**config.mk**
```make
export PLATFORM = sky130hd
export DESIGN_NAME = control_circuit
export DESIGN_NICKNAME = d
export VERILOG_FILES = /design/src/rtl/cc_pkg.sv /design/src/rtl/reg_decoder.sv /design/src/rtl/control_circuit.sv
export SDC_FILE = /design/constraint.sdc
export NUM_CORES = 1
export LEC_CHECK = 0
export CAP_MARGIN = 20
export CORE_MARGIN = 2
export CORE_UTILIZATION = 40
export CTS_CLUSTER_SIZE = 30
export DETAILED_ROUTE_END_ITERATION = 7
export PLACE_DENSITY = 0.78
export SETUP_SLACK_MARGIN = 0.5
export SYNTH_ARGS = -nofsm -noshare
export SYNTH_HDL_FRONTEND = slang
export SYNTH_SLANG_ARGS = --single-unit
```
**constraint.sdc**
```tcl
create_clock -name clk -period 2.7 [get_ports clk]
set_input_delay 0.405 -clock clk [delete_from_list [all_inputs] [get_ports clk]]
set_output_delay 0.405 -clock clk [all_outputs]
set_load 0.02 [all_outputs]
```
**src/rtl/cc_pkg.sv**
```systemverilog
// Shared definitions for the control_circuit FSM: opcodes, ALU modes,
// time-step encoding and instruction field positions.
package cc_pkg;

   localparam int unsigned IR_W   = 11;
   localparam int unsigned OP_MSB = 10;
   localparam int unsigned OP_LSB = 8;
   localparam int unsigned RX_MSB = 7;
   localparam int unsigned RX_LSB = 4;
   localparam int unsigned RY_MSB = 3;
   localparam int unsigned RY_LSB = 0;

   localparam logic [2:0] OP_LOAD = 3'b000;
   localparam logic [2:0] OP_MOV  = 3'b001;
   localparam logic [2:0] OP_ADD  = 3'b010;
   localparam logic [2:0] OP_SUB  = 3'b011;
   localparam logic [2:0] OP_XOR  = 3'b100;

   localparam logic [1:0] ALU_MODE_ADD = 2'b00;
   localparam logic [1:0] ALU_MODE_SUB = 2'b01;
   localparam logic [1:0] ALU_MODE_XOR = 2'b10;

   typedef enum logic [1:0] {T0, T1, T2, T3} state_e;

   // ALU mode for an arithmetic opcode; anything else maps to the idle mode.
   function automatic logic [1:0] alu_mode_of(input logic [2:0] op);
      logic [1:0] m;
      m = ALU_MODE_ADD;
      case (op)
         OP_SUB:  m = ALU_MODE_SUB;
         OP_XOR:  m = ALU_MODE_XOR;
         default: m = ALU_MODE_ADD;
      endcase
      return m;
   endfunction

endpackage

```
**src/rtl/reg_decoder.sv**
```systemverilog
// 4-bit register index to one-hot enable vector, gated by an enable.
module reg_decoder #(
   parameter int unsigned N = 16
) (
   input  logic [3:0]   idx_i,
   input  logic         en_i,
   output logic [N-1:0] onehot_o
);

   // Single bit set at idx_i when enabled, all zero otherwise.
   always_comb begin
      onehot_o = '0;
      if (en_i) onehot_o[idx_i] = 1'b1;
   end

endmodule

```
**src/rtl/control_circuit.sv**
```systemverilog
// Multi-cycle control FSM: fetches an 11-bit instruction in T0 and sequences
// register enables, ALU strobes and Done through T1..T3 (Moore outputs).
module control_circuit
   import cc_pkg::*;
#(
   parameter int num_of_reg = 16
) (
   input  logic                  clk,
   input  logic                  reset,
   input  logic [IR_W-1:0]       INSTRUCTION,
   output logic [num_of_reg-1:0] Rin,
   output logic [num_of_reg-1:0] Rout,
   output logic                  ALU_a_in,
   output logic                  ALU_g_in,
   output logic                  ALU_g_out,
   output logic [1:0]            ALU_mode,
   output logic                  Done,
   output logic                  External_load
);

   state_e            state_q, state_d;
   logic [IR_W-1:0]   ir_q;
   logic [2:0]        op;
   logic [3:0]        rx, ry;
   logic              rin_en, rout_en;
   logic [3:0]        rin_idx, rout_idx;

   assign op = ir_q[OP_MSB:OP_LSB];
   assign rx = ir_q[RX_MSB:RX_LSB];
   assign ry = ir_q[RY_MSB:RY_LSB];

   // State register and instruction latch; IR only loads while in T0.
   always_ff @(posedge clk) begin
      if (reset) begin
         state_q <= T0;
         ir_q    <= '0;
      end else begin
         state_q <= state_d;
         if (state_q == T0) ir_q <= INSTRUCTION;
      end
   end

   // Next-state and Moore output decode from state and IR.
   always_comb begin
      state_d       = state_q;
      rin_en        = 1'b0;
      rin_idx       = rx;
      rout_en       = 1'b0;
      rout_idx      = rx;
      ALU_a_in      = 1'b0;
      ALU_g_in      = 1'b0;
      ALU_g_out     = 1'b0;
      ALU_mode      = ALU_MODE_ADD;
      Done          = 1'b0;
      External_load = 1'b0;
      case (state_q)
         T0: state_d = T1;
         T1: begin
            case (op)
               OP_LOAD: begin
                  rin_en        = 1'b1;
                  External_load = 1'b1;
                  Done          = 1'b1;
                  state_d       = T0;
               end
               OP_MOV: begin
                  rout_idx = ry;
                  rout_en  = 1'b1;
                  rin_en   = 1'b1;
                  Done     = 1'b1;
                  state_d  = T0;
               end
               OP_ADD, OP_SUB, OP_XOR: begin
                  rout_en  = 1'b1;
                  ALU_a_in = 1'b1;
                  state_d  = T2;
               end
               default: begin
                  Done    = 1'b1;
                  state_d = T0;
               end
            endcase
         end
         T2: begin
            rout_idx = ry;
            rout_en  = 1'b1;
            ALU_g_in = 1'b1;
            ALU_mode = alu_mode_of(op);
            state_d  = T3;
         end
         T3: begin
            ALU_g_out = 1'b1;
            rin_en    = 1'b1;
            Done      = 1'b1;
            state_d   = T0;
         end
      endcase
   end

   reg_decoder #(.N(num_of_reg)) u_rin_dec (
      .idx_i    (rin_idx),
      .en_i     (rin_en),
      .onehot_o (Rin)
   );

   reg_decoder #(.N(num_of_reg)) u_rout_dec (
      .idx_i    (rout_idx),
      .en_i     (rout_en),
      .onehot_o (Rout)
   );

endmodule

```
# == Yosys cells after proc, flatten, opt, wreduce, memory -nomap -nowiden ==
# Index checks and enable logic that the tools add are counted.
# totals
ff_bits,13
in_bits,13
out_inout_bits,39
word_cells,44
# classes
order_cmp,4
n_eq_ne,7
n_mux,24
n_reduce_logical,7
# ops
operator,n
$mux W16,2
$mux W1,11
$lt A4 B5 Y1 const B,2
$demux W1 S4,2
$ge A4 B1 Y1 const B,2
$pmux W2 S4,1
$pmux W4 S2,1
$eq A3 B2 Y1 const B,2
$pmux W1 S2,3
$eq A2 B2 Y1 const B,2
$mux W2,2
$mux W4,1
$pmux W2 S2,1
$reduce_or A4 Y1,1
$eq A3 B1 Y1 const B,1
$eq A3 B3 Y1 const B,1
$logic_not A3 Y1,1
$reduce_or A3 Y1,1
$eq A2 B1 Y1 const B,1
$logic_and A1 B1 Y1,2
$logic_not A2 Y1,1
$reduce_or A2 Y1,1

# == Longest topological paths before layout ==
# depth
word_depth,8
depth_mapped,7

# == Hierarchy ==
# From an unflattened synthesis, not the netlist that was laid out.
# hier_totals
cells_unflattened,116
hier_area_um2,907.1
# by_module_without_submodules
module,n_inst,cells_each,area_per_inst_um2,seq_area_each_um2
control_circuit,1,70,671.9,260.2
reg_decoder,2,23,117.6,0.0

# == Worst setup path after synthesis ==
# OpenSTA, ideal clock, no wires.
# synth_path
path_kind,reg-to-output
from,reg state_q[0]
to,out Rout[8]
arrival_ps,1937
t_required_ps,2295
path_slack_ps,358
stages_incl_launch_ff,8
cell_sequence,dfxtp_1 inv_1 ha_1 nand4bb_2 and2_4 a2111oi_4 nor2_2 nor2_1
# synth_via
elab_chain_cells,7
word_cells_on_any_way,10
# synth_rtl
element,line,source
from (decl),control_circuit.sv:21,"state_e state_q, state_d;"
from (signal assigned),control_circuit.sv:38,state_q <= state_d;
$eq A2 B2 Y1 / $eq A2 B1 Y1 (equally long branches),control_circuit.sv:56,case (state_q)
$pmux W4 S2,control_circuit.sv:56,
$lt A4 B5 Y1 (implied by the code) / $ge A4 B1 Y1 (equally long branches),reg_decoder.sv:13,if (en_i) onehot_o[idx_i] = 1'b1;
$logic_and A1 B1 Y1 (implied by the code),reg_decoder.sv:13,
$mux W1 (implied by the code),reg_decoder.sv:13,
$demux W1 S4,-,
$mux W16 *,reg_decoder.sv:13,
to (decl),control_circuit.sv:12,"output logic [num_of_reg-1:0] Rout,"
# Mark *: on every way between the ends. The rest lies on a longest branch, timed or not.

# == Worst setup path after layout ==
# layout_path
from,reg state_q[0]
to,out Rout[1]
# The elaborated chain is that of the path after synthesis.

==> results_dict.tcl <==
set metrics [dict create \
    ys_ff_latch 13 \
    fp.dieW_microns 56.4 \
    dieArea_sq_um 3180 \
    path_max_fanout 4 \
    numClockSinks 13 \
    final_common_cell "buf_4" \
    ir_worst_vdd_uv 312 \
    drt-vias-per-instance 5.54 \
    globalRouteTotalUtil_pct 22.9 \
    synth-simple-area-share_pct 36.5 \
    cts-root-buf "clkbuf_4" \
    place_ws_ps -33.1 \
    pin_count 52 \
    syn_inst 142 \
    p_leak_nw 0.840 \
    cap_violations 0 \
    firstDrtPassIters 5 \
    synth-xor-area-share_pct 0 \
    finalHoldViolations 0 \
    rows 19 \
    syn_avg_cell_area_sq_um 7.75 \
    synth-async-reset-ratio_pct 0 \
    numCtsBuffers 3 \
    antenna_found_initial 0 \
    synth_top_family_by_area "simple AND/OR/NAND/NOR gates" \
    min_path_type "reg2reg" \
    netlist_top_cells_area "dfxtp_1 24%, nor2_1 16%, mux2i_1 12%" \
    synth.cell_area_sq_um 1100 \
    clk_latency_ps 280 \
    final_max_slew_viol_count 0 \
    yosysSeqAreaShare_pct 23.7 \
    yosysWarnings 0 \
    synth_edf_count 0 \
    critical_path_class "reg2out" \
    grt_max_degree 14 \
    netSwitchingFraction_pct 37.1 \
    wl_microns 3830 \
    rsz0062_at_grt "yes" \
    drc_errors 0 \
    cp-start-kind "flop" \
    cts_max_level 1 \
    routedWlPerCell_microns 15.9 \
    ctsHoldBuffers 0 \
    required_ps 2300 \
    mostFrequentLayoutCells "29 x buf_4, 26 x nor2_1, 19 x buf_6, 17 x nor2_4" \
    fin_crit_ps 2480 \
    core-area_sq_um 2690 \
    worst_pin_slew_ps 482 \
    cts_tree "done" \
    synth_flop_cell "dfxtp_1" \
    comb_power_share_pct 41.8 \
    clk_pin_slew_ps 80 \
    clk_path_buf_depth 2 \
    first_global_vias 1251 \
    power_density_nw_per_um2 304 \
    antenna_left 0 \
    setup_slack_ps 219 \
    start_util_pct 40.9 \
    setup_viol 0 \
    clock_skew_ps 7.31 \
    finalCritPeriodShare_pct 91.9 \
    place_hpwl_microns 2660 \
    synth.distinct_cells 39 \
    relSlewSlack_pct 67.8 \
    worstSetupEndpointType "output pin" \
    layout-drive-gt1-share_pct 51.4 \
    outcome "finished clean" \
    gp_congestion 0.863 \
    seqPwrFrac_pct 38.8 \
    tns_ps 0 \
    synth_top_area_share_pct 23.7 \
    synth_fp_nets 159 \
    hold-worst-slack_ps 566 \
    synthToLayoutAreaGrowth_pct 85.9 \
    die_y_microns 56.4 \
    grt_pass1_wl_microns 5780 \
    nFillCells 187 \
    nets 228 \
    synthAdderAreaFrac_pct 4.55 \
    p_sw_mw 0.230 \
    internal_power_mw 0.390 \
    drt_iter0_markers 39 \
    yosysTopAreaCell "dfxtp_1" \
    clock_power_share_pct 19.4 \
    max_freq_mhz 403 \
    io_buffer_count 51 \
    synth-compound-area-share_pct 18.9 \
    vias 1334 \
    synthMuxAreaShare_pct 11.8 \
    diodes 0 \
    overflow 0 \
    cp.arrival_ps 2080 \
]
[registers in the layout, summed over array words and instances (netlist names), named ones only]
name and cells:
state_q 1, ir_q 11
[cells in the mapped netlist, types with 2 or more instances]
cell type  number
nand3_1         3
nor3_1          5
nor2b_1         2
ha_1            4
dfxtp_1        13
inv_1           5
nand2b_1        3
a21oi_1         2
mux2i_1        13
a21o_1          2
nor3b_2         2
or3_1           2
clkbuf_1        4
o21ai_0         4
nor2_1         47
nand2_1         8
[path summary, 6_finish.rpt]
check	from	endpoint	slack (ps)	depth (start not counted)
max	state_q[0]	Rout[1]	220	9
min	ir_q[1]	ir_q[1]	570	2
max reg2reg	state_q[0]	flop	1240	8
min reg2reg	ir_q[1]	ir_q[1]	570	2
[repair_timing]
action | CTS | global route
setup endpoints to repair | 38 | 35
endpoints found under the hold margin | 0 | 0
pin swaps | 17 | 11
gates resized for setup | 190 | 45
buffers inserted | 4 | 3
[layer usage]
| metal | track usage [%] | wire [microns] | part of all wire [%] |
|---|---|---|---|
| met3 | 3.23 | 216 | 5.6 |
| met5 | 0 | 0 | 0 |
| met2 | 44.0 | 2060 | 54 |
| met1 | 25.0 | 1470 | 38 |
| met4 | 8.16 | 84 | 2.2 |
[layout make-up]
class / count / area [sq um] / area share (%)
timing repair buffer: 70 / 641 / 31.3
inverter: 5 / 18.8 / 0.918
clock buffer: 4 / 26.3 / 1.29
multi-input combinational: 118 / 1050 / 51.6
tap: 31 / 38.8 / 1.90
sequential: 13 / 265 / 13.0
[worst max-delay path, cell delays in order, from the launching register on]
cell and delay (ps):
dfxtp_4 380, buf_12 100, ha_4 130, and4bb_4 290, o211ai_4 100, a211oi_4 300, buf_4 170, nand2b_4 100
nor2_4 120, buf_6 120
[stage by stage]
| stage | std cells | total power, mW | utilization, % | area [sq um] |
|---|---|---|---|---|
| CTS | 238 | 0.601 | 71.3 | 1910 |
| global route | 241 | 0.652 | 76.1 | 2040 |
| finish | 241 | 0.621 | 76.1 | 2040 |
| global placement | 230 | 0.440 | 66.4 | 1780 |
| detailed placement | 230 | 0.448 | 66.4 | 1780 |
| floorplan | 142 | 0.371 | - | 1180 |
[power groups by stage]
| stage | Combinational (mW) | Clock, mW | Sequential (mW) |
|---|---|---|---|
| 3_3_place_gp | 0.203 | 0 | 0.237 |
| 2_1_floorplan | 0.147 | 0 | 0.224 |
| 5_1_grt | 0.274 | 0.134 | 0.244 |
| 3_5_place_dp | 0.210 | 0 | 0.238 |
| 6_report | 0.260 | 0.120 | 0.241 |
| 4_1_cts | 0.238 | 0.126 | 0.238 |
[cells by family (layout without fill, tap and decap cells)]
family / after synthesis / after routing
buffers and inverters: 11 / 79
multiplexers: 13 / 13
AO/OA/AOI/OAI: 21 / 21
adder cells (fa/ha/maj): 4 / 4
AND/OR/NAND/NOR: 80 / 80
flip-flops: 13 / 13
Power figures use the tool's default switching activity.
